<file path="config.mk">
export PLATFORM = sky130hd
export DESIGN_NAME = hilo_wb_stage_flat
export DESIGN_NICKNAME = d
export VERILOG_FILES = /design/src/rtl/core_pkg.sv /design/src/rtl/hilo_wb_stage_if.sv /design/src/rtl/hilo_wb_stage_seq_multiplier.sv /design/src/rtl/hilo_wb_stage.sv /design/src/flat_wrapper.sv
export SDC_FILE = /design/constraint.sdc
export NUM_CORES = 2
export LEC_CHECK = 0
export CORE_MARGIN = 3
export CORE_UTILIZATION = 50
export CTS_BUF_LIST = sky130_fd_sc_hd__clkbuf_4 sky130_fd_sc_hd__clkbuf_8 sky130_fd_sc_hd__clkbuf_16
export CTS_CLUSTER_SIZE = 28
export DETAILED_ROUTE_END_ITERATION = 16
export GPL_TIMING_DRIVEN = 0
export PLACE_DENSITY = 0.68
export SLEW_MARGIN = 15
export SYNTH_ARGS = -nofsm -noshare
export SYNTH_HDL_FRONTEND = slang
export SYNTH_SLANG_ARGS = --single-unit
</file>
<file path="constraint.sdc">
create_clock -name clk -period 11.5 [get_ports clk]
set_input_delay 2.3 -clock clk [delete_from_list [all_inputs] [get_ports clk]]
set_output_delay 2.3 -clock clk [all_outputs]
set_load 0.05 [all_outputs]
</file>
<file path="src/rtl/core_pkg.sv">
// Shared definitions for the EX->WB stage of the MIPS-subset core:
// multiply opcodes, writeback source select and multiplier state encoding.
package core_pkg;

    localparam logic [3:0] ALU_MULT  = 4'b0110;
    localparam logic [3:0] ALU_MULTU = 4'b0111;

    // Writeback source select; encoding 2'd3 falls back to the ALU result.
    typedef enum logic [1:0] {
        ALU = 2'd0,
        HI  = 2'd1,
        LO  = 2'd2
    } regsel_t;

    // Iterative multiplier sequencing.
    typedef enum logic [1:0] {
        IDLE = 2'd0,
        BUSY = 2'd1,
        DONE = 2'd2
    } mstate_t;

    // Only the mult opcode is signed; multu and any other HI/LO opcode are unsigned.
    function automatic logic is_signed_mult(input logic [3:0] op);
        return (op == ALU_MULT);
    endfunction

endpackage

</file>
<file path="src/rtl/hilo_wb_stage_if.sv">
// EX-side inputs and WB-side outputs of hilo_wb_stage bundled as one bus.
// master = pipeline/control side driving EX, slave = the stage itself.
interface hilo_wb_stage_if #(parameter int WIDTH = 32);

    logic [3:0]       alu_op_EX;
    logic             enhilo_EX;
    logic [1:0]       regsel_EX;
    logic             regwrite_EX;
    logic [4:0]       regdest_EX;
    logic [WIDTH-1:0] alu_result_EX;
    logic [WIDTH-1:0] rs_data_EX;
    logic [WIDTH-1:0] rt_data_EX;
    logic             GPIO_out_en_EX;

    logic             regwrite_WB;
    logic [4:0]       regdest_WB;
    logic [WIDTH-1:0] writedata_WB;
    logic             stall_EX;
    logic [WIDTH-1:0] hi;
    logic [WIDTH-1:0] lo;
    logic [WIDTH-1:0] GPIO_OUT;

    modport master (
        output alu_op_EX, enhilo_EX, regsel_EX, regwrite_EX, regdest_EX,
               alu_result_EX, rs_data_EX, rt_data_EX, GPIO_out_en_EX,
        input  regwrite_WB, regdest_WB, writedata_WB, stall_EX, hi, lo, GPIO_OUT
    );

    modport slave (
        input  alu_op_EX, enhilo_EX, regsel_EX, regwrite_EX, regdest_EX,
               alu_result_EX, rs_data_EX, rt_data_EX, GPIO_out_en_EX,
        output regwrite_WB, regdest_WB, writedata_WB, stall_EX, hi, lo, GPIO_OUT
    );

endinterface

</file>
<file path="src/rtl/hilo_wb_stage_seq_multiplier.sv">
// Iterative shift-add multiplier: one partial product per cycle, LSB-first on
// the multiplier operand. Signed operands are reduced to magnitudes on start
// and the sign is re-applied to the accumulator when the product is handed out.
// Built only when ITER_MULT_EN is defined.
`ifdef ITER_MULT_EN
module seq_multiplier
    import core_pkg::*;
#(
    parameter int WIDTH = 32
) (
    input  logic               clk_i,
    input  logic               rst_i,
    input  logic               start_i,
    input  logic               signed_i,
    input  logic [WIDTH-1:0]   a_i,
    input  logic [WIDTH-1:0]   b_i,
    output logic               busy_o,
    output logic               done_o,
    output logic [2*WIDTH-1:0] product_o
);

    localparam int CNT_W = $clog2(WIDTH) + 1;
    localparam logic [WIDTH-1:0]   ONE_W     = {{(WIDTH-1){1'b0}}, 1'b1};
    localparam logic [2*WIDTH-1:0] ONE_2W    = {{(2*WIDTH-1){1'b0}}, 1'b1};
    localparam logic [CNT_W-1:0]   ONE_CNT   = {{(CNT_W-1){1'b0}}, 1'b1};
    localparam logic [CNT_W-1:0]   LAST_STEP = CNT_W'(WIDTH - 1);

    mstate_t            state_q, state_d;
    logic [2*WIDTH-1:0] mcand_q, mcand_d;
    logic [WIDTH-1:0]   mplier_q, mplier_d;
    logic [2*WIDTH-1:0] acc_q, acc_d;
    logic [CNT_W-1:0]   cnt_q, cnt_d;
    logic               neg_q, neg_d;

    // Absolute value for signed operands; unsigned operands pass through.
    function automatic logic [WIDTH-1:0] magnitude(input logic sg, input logic [WIDTH-1:0] v);
        return (sg && v[WIDTH-1]) ? (~v + ONE_W) : v;
    endfunction

    // Next-state: operand capture on start, one shift-add step per BUSY cycle.
    always_comb begin
        state_d  = state_q;
        mcand_d  = mcand_q;
        mplier_d = mplier_q;
        acc_d    = acc_q;
        cnt_d    = cnt_q;
        neg_d    = neg_q;
        case (state_q)
            IDLE: begin
                if (start_i) begin
                    mcand_d  = {{WIDTH{1'b0}}, magnitude(signed_i, a_i)};
                    mplier_d = magnitude(signed_i, b_i);
                    neg_d    = signed_i & (a_i[WIDTH-1] ^ b_i[WIDTH-1]);
                    acc_d    = {(2*WIDTH){1'b0}};
                    cnt_d    = {CNT_W{1'b0}};
                    state_d  = BUSY;
                end else begin
                    state_d  = IDLE;
                end
            end
            BUSY: begin
                if (mplier_q[0]) begin
                    acc_d = acc_q + mcand_q;
                end else begin
                    acc_d = acc_q;
                end
                mcand_d  = {mcand_q[2*WIDTH-2:0], 1'b0};
                mplier_d = {1'b0, mplier_q[WIDTH-1:1]};
                cnt_d    = cnt_q + ONE_CNT;
                if (cnt_q == LAST_STEP) begin
                    state_d = DONE;
                end else begin
                    state_d = BUSY;
                end
            end
            DONE: begin
                state_d = IDLE;
            end
            default: begin
                state_d = IDLE;
            end
        endcase
    end

    // State and datapath registers; reset abandons any multiply in flight.
    always_ff @(posedge clk_i) begin
        if (rst_i) begin
            state_q  <= IDLE;
            mcand_q  <= {(2*WIDTH){1'b0}};
            mplier_q <= {WIDTH{1'b0}};
            acc_q    <= {(2*WIDTH){1'b0}};
            cnt_q    <= {CNT_W{1'b0}};
            neg_q    <= 1'b0;
        end else begin
            state_q  <= state_d;
            mcand_q  <= mcand_d;
            mplier_q <= mplier_d;
            acc_q    <= acc_d;
            cnt_q    <= cnt_d;
            neg_q    <= neg_d;
        end
    end

    assign busy_o    = (state_q != IDLE);
    assign done_o    = (state_q == DONE);
    assign product_o = neg_q ? (~acc_q + ONE_2W) : acc_q;

endmodule
`endif

</file>
<file path="src/rtl/hilo_wb_stage.sv">
// EX->WB stage: writeback register, architectural HI/LO, multiply control,
// interlock towards fetch/EX and the GPIO output register.
// Build option ITER_MULT_EN: defined -> 32-step iterative multiplier with a
// HI/LO interlock; undefined -> single-cycle multiply, stall_EX tied low.
module hilo_wb_stage
    import core_pkg::*;
#(
    parameter int WIDTH = 32
) (
    input  logic         clk,
    input  logic         rst,
    hilo_wb_stage_if.slave bus
);

    logic               regwrite_q, regwrite_d;
    logic [4:0]         regdest_q, regdest_d;
    logic [WIDTH-1:0]   writedata_q, writedata_d;
    logic [WIDTH-1:0]   hi_q, hi_d;
    logic [WIDTH-1:0]   lo_q, lo_d;
    logic [WIDTH-1:0]   gpio_q, gpio_d;

    regsel_t            sel_s;
    logic               busy_s;
    logic               stall_s;
    logic               accept_s;
    logic               signed_s;
    logic               mul_done_s;
    logic [2*WIDTH-1:0] prod_s;
    logic [WIDTH-1:0]   wb_src_s;

    assign sel_s    = regsel_t'(bus.regsel_EX);
    assign accept_s = bus.enhilo_EX && !busy_s;
    assign signed_s = is_signed_mult(bus.alu_op_EX);

`ifdef ITER_MULT_EN
    seq_multiplier #(.WIDTH(WIDTH)) u_seq_multiplier (
        .clk_i     (clk),
        .rst_i     (rst),
        .start_i   (accept_s),
        .signed_i  (signed_s),
        .a_i       (bus.rs_data_EX),
        .b_i       (bus.rt_data_EX),
        .busy_o    (busy_s),
        .done_o    (mul_done_s),
        .product_o (prod_s)
    );

    // Anything touching HI/LO waits while a multiply is in flight.
    assign stall_s = busy_s && (bus.enhilo_EX || (sel_s == HI) || (sel_s == LO));
`else
    logic [2*WIDTH-1:0] ext_a_s;
    logic [2*WIDTH-1:0] ext_b_s;

    // Sign-extend for mult so the truncated 2*WIDTH product is the signed result.
    assign ext_a_s    = {{WIDTH{signed_s & bus.rs_data_EX[WIDTH-1]}}, bus.rs_data_EX};
    assign ext_b_s    = {{WIDTH{signed_s & bus.rt_data_EX[WIDTH-1]}}, bus.rt_data_EX};
    assign prod_s     = ext_a_s * ext_b_s;
    assign busy_s     = 1'b0;
    assign mul_done_s = accept_s;
    assign stall_s    = 1'b0;
`endif

    // Writeback source: HI/LO for mfhi/mflo, ALU result otherwise.
    always_comb begin
        wb_src_s = bus.alu_result_EX;
        case (sel_s)
            HI:      wb_src_s = hi_q;
            LO:      wb_src_s = lo_q;
            ALU:     wb_src_s = bus.alu_result_EX;
            default: wb_src_s = bus.alu_result_EX;
        endcase
    end

    // WB register advances unless stalled, where it emits a bubble and holds data.
    always_comb begin
        regwrite_d  = 1'b0;
        regdest_d   = regdest_q;
        writedata_d = writedata_q;
        if (stall_s) begin
            regwrite_d  = 1'b0;
            regdest_d   = regdest_q;
            writedata_d = writedata_q;
        end else begin
            regwrite_d  = bus.regwrite_EX;
            regdest_d   = bus.regdest_EX;
            writedata_d = wb_src_s;
        end
    end

    // HI/LO take the finished product; GPIO latches rt on an unstalled write.
    always_comb begin
        hi_d   = hi_q;
        lo_d   = lo_q;
        gpio_d = gpio_q;
        if (mul_done_s) begin
            hi_d = prod_s[2*WIDTH-1:WIDTH];
            lo_d = prod_s[WIDTH-1:0];
        end else begin
            hi_d = hi_q;
            lo_d = lo_q;
        end
        if (bus.GPIO_out_en_EX && !stall_s) begin
            gpio_d = bus.rt_data_EX;
        end else begin
            gpio_d = gpio_q;
        end
    end

    // Stage registers with synchronous reset.
    always_ff @(posedge clk) begin
        if (rst) begin
            regwrite_q  <= 1'b0;
            regdest_q   <= 5'd0;
            writedata_q <= {WIDTH{1'b0}};
            hi_q        <= {WIDTH{1'b0}};
            lo_q        <= {WIDTH{1'b0}};
            gpio_q      <= {WIDTH{1'b0}};
        end else begin
            regwrite_q  <= regwrite_d;
            regdest_q   <= regdest_d;
            writedata_q <= writedata_d;
            hi_q        <= hi_d;
            lo_q        <= lo_d;
            gpio_q      <= gpio_d;
        end
    end

    assign bus.regwrite_WB  = regwrite_q;
    assign bus.regdest_WB   = regdest_q;
    assign bus.writedata_WB = writedata_q;
    assign bus.stall_EX     = stall_s;
    assign bus.hi           = hi_q;
    assign bus.lo           = lo_q;
    assign bus.GPIO_OUT     = gpio_q;

endmodule

</file>
<file path="src/flat_wrapper.sv">
// flat-port wrapper written by rule: the top's interface ports become plain ports
module hilo_wb_stage_flat import core_pkg::*;
#(
    parameter int WIDTH = 32
)
  (clk, rst, bus_alu_op_EX, bus_enhilo_EX, bus_regsel_EX, bus_regwrite_EX, bus_regdest_EX, bus_alu_result_EX, bus_rs_data_EX, bus_rt_data_EX, bus_GPIO_out_en_EX, bus_regwrite_WB, bus_regdest_WB, bus_writedata_WB, bus_stall_EX, bus_hi, bus_lo, bus_GPIO_OUT);
  hilo_wb_stage_if #(.WIDTH(WIDTH)) bus_i ();
  input  logic clk;
  input  logic rst;
  input wire logic [$bits(bus_i.alu_op_EX)-1:0] bus_alu_op_EX;
  input wire logic [$bits(bus_i.enhilo_EX)-1:0] bus_enhilo_EX;
  input wire logic [$bits(bus_i.regsel_EX)-1:0] bus_regsel_EX;
  input wire logic [$bits(bus_i.regwrite_EX)-1:0] bus_regwrite_EX;
  input wire logic [$bits(bus_i.regdest_EX)-1:0] bus_regdest_EX;
  input wire logic [$bits(bus_i.alu_result_EX)-1:0] bus_alu_result_EX;
  input wire logic [$bits(bus_i.rs_data_EX)-1:0] bus_rs_data_EX;
  input wire logic [$bits(bus_i.rt_data_EX)-1:0] bus_rt_data_EX;
  input wire logic [$bits(bus_i.GPIO_out_en_EX)-1:0] bus_GPIO_out_en_EX;
  output wire logic [$bits(bus_i.regwrite_WB)-1:0] bus_regwrite_WB;
  output wire logic [$bits(bus_i.regdest_WB)-1:0] bus_regdest_WB;
  output wire logic [$bits(bus_i.writedata_WB)-1:0] bus_writedata_WB;
  output wire logic [$bits(bus_i.stall_EX)-1:0] bus_stall_EX;
  output wire logic [$bits(bus_i.hi)-1:0] bus_hi;
  output wire logic [$bits(bus_i.lo)-1:0] bus_lo;
  output wire logic [$bits(bus_i.GPIO_OUT)-1:0] bus_GPIO_OUT;
  assign bus_i.alu_op_EX = bus_alu_op_EX;
  assign bus_i.enhilo_EX = bus_enhilo_EX;
  assign bus_i.regsel_EX = bus_regsel_EX;
  assign bus_i.regwrite_EX = bus_regwrite_EX;
  assign bus_i.regdest_EX = bus_regdest_EX;
  assign bus_i.alu_result_EX = bus_alu_result_EX;
  assign bus_i.rs_data_EX = bus_rs_data_EX;
  assign bus_i.rt_data_EX = bus_rt_data_EX;
  assign bus_i.GPIO_out_en_EX = bus_GPIO_out_en_EX;
  assign bus_regwrite_WB = bus_i.regwrite_WB;
  assign bus_regdest_WB = bus_i.regdest_WB;
  assign bus_writedata_WB = bus_i.writedata_WB;
  assign bus_stall_EX = bus_i.stall_EX;
  assign bus_hi = bus_i.hi;
  assign bus_lo = bus_i.lo;
  assign bus_GPIO_OUT = bus_i.GPIO_OUT;
  hilo_wb_stage #(.WIDTH(WIDTH)) u_core (.clk(clk), .rst(rst), .bus(bus_i));
endmodule
</file>
* Word-level counts from Yosys, hierarchy flattened
Index checks and enable logic that the tools add are counted.
Widths: inputs -> output; s select.
** Cells by class
- $mul :: 1
- Equality and inequality tests :: 3
- Muxes and demuxes :: 1
- Bitwise operators :: 2
** Operator list (count)
- $mul 33x33->64 :: 1
- $pmux 32 s2 :: 1
- $eq 4x3->1 const B :: 1
- $and 1x1->1 :: 2
- $eq 2x1->1 const B :: 1
- $eq 2x2->1 const B :: 1
** Word-level totals
- Register bits :: 134
- Input bits :: 112
- Output and inout bits :: 135
- Logic and storage cells :: 13

* Logic depth before layout (Yosys ltp)
- Depth after elaboration :: 3
- Depth in mapped cells :: 31
- Mapped depth without buffers :: 28

* Worst setup path after synthesis
OpenSTA, ideal clock, no wires.
- Kind :: input to register
- Start point :: input port bus_alu_op_EX[1]
- End point :: register u_core.hi_q[30] (netlist: u_core.bus.hi[30])
- Library setup time :: 0.117 ns
- Arrival time :: 10.308 ns
- Required time :: 11.383 ns
- Setup slack :: 1.075 ns
- Stages on the path :: 28
- Path buffers :: 3
- Cell sequence :: nor4bb_1 > and2_1 > clkbuf_1 > clkbuf_1 > nand2_1 > inv_1 > fa_1 > inv_1 > fa_1 > inv_1 > fa_1 > fa_1 > inv_1 > fa_1 > fa_1 > fa_1 > fa_1 > inv_1 > ha_1 > clkbuf_1 > nor2b_1 > o21ai_0 > nand2b_1 > a21oi_1 > o21ai_0 > a21o_1 > or3_1 > a32o_1
** On the way
- Cells in the longest elaborated chain, start to end :: 3
- Elaborated cells on any way between the ends :: 4
- Those cells by class :: 1 x mul; 1 x eq/ne; 2 x bitwise
** RTL lines
- from (decl) :: RTL line flat_wrapper.sv:10 : input wire logic [$bits(bus_i.alu_op_EX)-1:0] bus_alu_op_EX;
- $eq 4x3->1 * :: RTL line core_pkg.sv:24 : return (op == ALU_MULT);
- $and 1x1->1, on equally long branches :: RTL line hilo_wb_stage.sv:55, hilo_wb_stage.sv:56
- $mul 33x33->64 * :: RTL line hilo_wb_stage.sv:57 : assign prod_s = ext_a_s * ext_b_s;
- to (signal assigned) :: RTL line hilo_wb_stage.sv:115 : hi_q <= {WIDTH{1'b0}};
- to (signal assigned) :: RTL line hilo_wb_stage.sv:122 : hi_q <= hi_d;
- to (decl) :: RTL line hilo_wb_stage.sv:18 : logic [WIDTH-1:0] hi_q, hi_d;
Every way passes the cells marked *; elsewhere a longest branch is shown, timed or not.
A chain may end at the register's enable or synchronous reset.

* Worst setup path after layout
- Start point :: input port bus_rt_data_EX[18]
- End point :: register u_core.hi_q[28] (netlist: u_core.bus.hi[28])
** On the way
- Cells in the longest elaborated chain, start to end :: 1
** RTL lines
- from (decl) :: RTL line flat_wrapper.sv:17 : input wire logic [$bits(bus_i.rt_data_EX)-1:0] bus_rt_data_EX;
- $mul 33x33->64 :: RTL line hilo_wb_stage.sv:57
No other way between the ends.

==> results.ini <==
[sta]
period_needed_ps = 11340
period_share = 0.986
tightest_slew_ps = 1370
max_freq_ghz = 0.0882
hold_viol = 0
slew_viol_final = 0
slew_headroom = 0.0849
setup_viol = 0
fin_skew_ps = 10.6

[finish]
nFillCells = 7852
multiInputGateArea_mm2 = 0.0348
nets = 6433
regArea_mm2 = 0.00268
area_delta_synth_final_pct = 10.3
final_cells = 6141
drive_gt1_frac = 0.0186
finalInstanceArea_mm2 = 0.0472

[synth]
synthTopCellsByArea = fa_1 (53%), inv_1 (9.9%), nand2_1 (7.1%)
synth_adder_area_share = 0.589
ys_ff_latch = 134
synthMuxAreaShare = 0.0157
synth.distinct_cells = 74
yosys_warnings = 0
synth_common_cells = inv_1 (1128), fa_1 (1125), nand2_1 (807)
synthSimpleGateAreaFrac = 0.147
syn-cell-area_mm2 = 0.0428
synth_area_per_cell_um2 = 9.05
synth.most_common_cell = inv_1
synth_ff_type = dfxtp_1
synth_area_leader_cell = fa_1
synth_compound_area_frac = 0.0486
synth_xor_area_frac = 0.0131
synth-edff-count = 0
syn_nets = 6184
syn_inst = 4733
ys_seq_area_frac = 0.0627
synthArstFlopShare = 0
synth_top_family_by_area = adder cells
synth_top_area_share = 0.526

[global_route]
grt_pass1_wl_um = 234000
first_global_vias = 35900
grt_start_max_net_pins = 25
antenna_found_initial = 20
overflow = 0
grt_use_total = 0.363

[clock_network]
path_clk_slew_ps = 70
root_buffer = clkbuf_16
clock_sinks = 134
clockBufferDepth = 2
cts_made_buffers = 17
cts_max_level = 4
cts_tree = done
insertion_delay_ps = 440

[setup_path]
crit_arrival_ps = 11700
worst-path-buf-inv = 8
worst-setup-path-type = input pin to register
ff2ff_path_depth = 4
r2r-start = u_core.bus.lo[22]$_SDFFE_PP0P_
endpoint_kind = register
critical-path-slowest-cell = clkdlybuf4s50_1
cp_top_family = adder cells
cp_slowest_stage_delay_ps = 1140
r2r_setup_slack_ps = 10400
cp_max_fo = 10
crit_path_start_kind = input pin
path_common_cell = fa_1
r2r_end = u_core.bus.writedata_WB[22]$_SDFF_PP0_
critPathRequiredTime_ps = 11870

[routing]
num_vias = 34400
drtAntennaViolNets = 0
first_iter_violations = 3187
drt_first_pass_iters = 5
wl_per_cell_um = 25.9
viasPerCell = 5.61
drcViolationCount = 0
drt-total-wl_um = 159000

[die]
rows = 106
ios = 247
die-height_um = 299
die_x_um = 299
initial_utilization = 0.508
dieArea_mm2 = 0.0892
coreArea_mm2 = 0.0842

[placement]
port_buffers = 222
place_area_mm2 = 0.0465
hpwl_um = 135000
gp_congestion = 1.05
placed_cells = 6091

[status]
status = finished clean

[min_path]
hp-class = register to register
worstHoldStart = u_core.bus.hi[22]$_SDFFE_PP0P_
hold_depth = 2
min_to = u_core.bus.hi[22]$_SDFFE_PP0P_

[run]
cap_violations = 0

==> flip-flops by register name, indices dropped and copies added (netlist names) <==
register,count
u_core.bus.writedata_WB,32
u_core.bus.GPIO_OUT,32
u_core.bus.hi,32
u_core.bus.regdest_WB,5
u_core.bus.lo,32
u_core.bus.regwrite_WB,1
==> layout by cell type (no fill, tap or decap), types with 40 or more instances in the layout <==
master,n
nand2_1,807
a21oi_1,97
dfxtp_1,134
clkbuf_1,257
ha_1,214
fa_1,1123
inv_1,1125
nor2_1,185
and2_1,308
clkdlybuf4s50_1,222
xnor2_1,40
o21ai_0,43
mux2i_1,65
==> tightest hold or removal path: stages (launching register included) <==
cell	delay [ps]
dfxtp_1	320
nand2_1	60
a21oi_1	50
==> worst max-delay path by stage <==
stage / start / to / slack (ps) / cells past startpoint
after detailed placement: bus_alu_op_EX[3] / u_core.bus.hi[26]$_SDFFE_PP0P_ / -1080 / 27
after floorplan: bus_alu_op_EX[1] / u_core.bus.hi[30]$_SDFFE_PP0P_ / 1070 / 28
after global routing: bus_rt_data_EX[0] / u_core.bus.hi[30]$_SDFFE_PP0P_ / -2 / 25
final: bus_rt_data_EX[18] / u_core.bus.hi[28]$_SDFFE_PP0P_ / 160 / 27
after CTS: bus_alu_op_EX[3] / u_core.bus.hi[26]$_SDFFE_PP0P_ / 6 / 28
after global placement: bus_alu_op_EX[1] / u_core.bus.hi[26]$_SDFFE_PP0P_ / -2670 / 27
==> through the flow <==
step	hold slack [ps]	setup WS (ps)	utilization	TNS, ps
after CTS	478	5.85	0.560	0
after detailed placement	469	-1080	0.552	-13590
after global routing	507	-1.66	0.561	-1.66
after global placement	468	-2670	0.552	-58780
final	479	164	0.561	0
after floorplan	672	1070	-	0
==> layout make-up <==
| type | instances | area share |
|---|---|---|
| antenna | 12 | 0.000636 |
| clock inverter | 15 | 0.00376 |
| buffer | 281 | 0.0231 |
| inverter | 1129 | 0.0900 |
| sequential | 134 | 0.0568 |
| tap | 1134 | 0.0300 |
| timing repair buffer | 232 | 0.0491 |
| clock buffer | 17 | 0.00901 |
| multi-input combinational | 3187 | 0.738 |
==> routing by layer <==
layer / GRT usage / up-vias / part of all wire
met5: 0 / - / 0.00056
met4: 0.202 / 6 / 0.068
met2: 0.552 / 2069 / 0.44
met3: 0.113 / 449 / 0.12
li1: - / 14200 / -
met1: 0.463 / 17700 / 0.36
==> logic make-up after synthesis <==
family	after synthesis
flip-flops	134
XOR/XNOR	64
adder cells (fa/ha/maj)	1339
multiplexers	67
other	1
AND/OR/NAND/NOR	1407
AO/OA/AOI/OAI	309
buffers and inverters	1412
==> timing repair <==
item | CTS | global route
pin swaps | 0 | 1
gates resized for setup | 3 | 13
gates cloned | 0 | 0
hold buffers | 0 | 0
buffers inserted | 4 | 4
endpoints found under the setup margin | 16 | 12
Power is left out: the tool's default activity adds up to more than one toggle a clock period on the data nets, which glitch-free logic cannot reach.
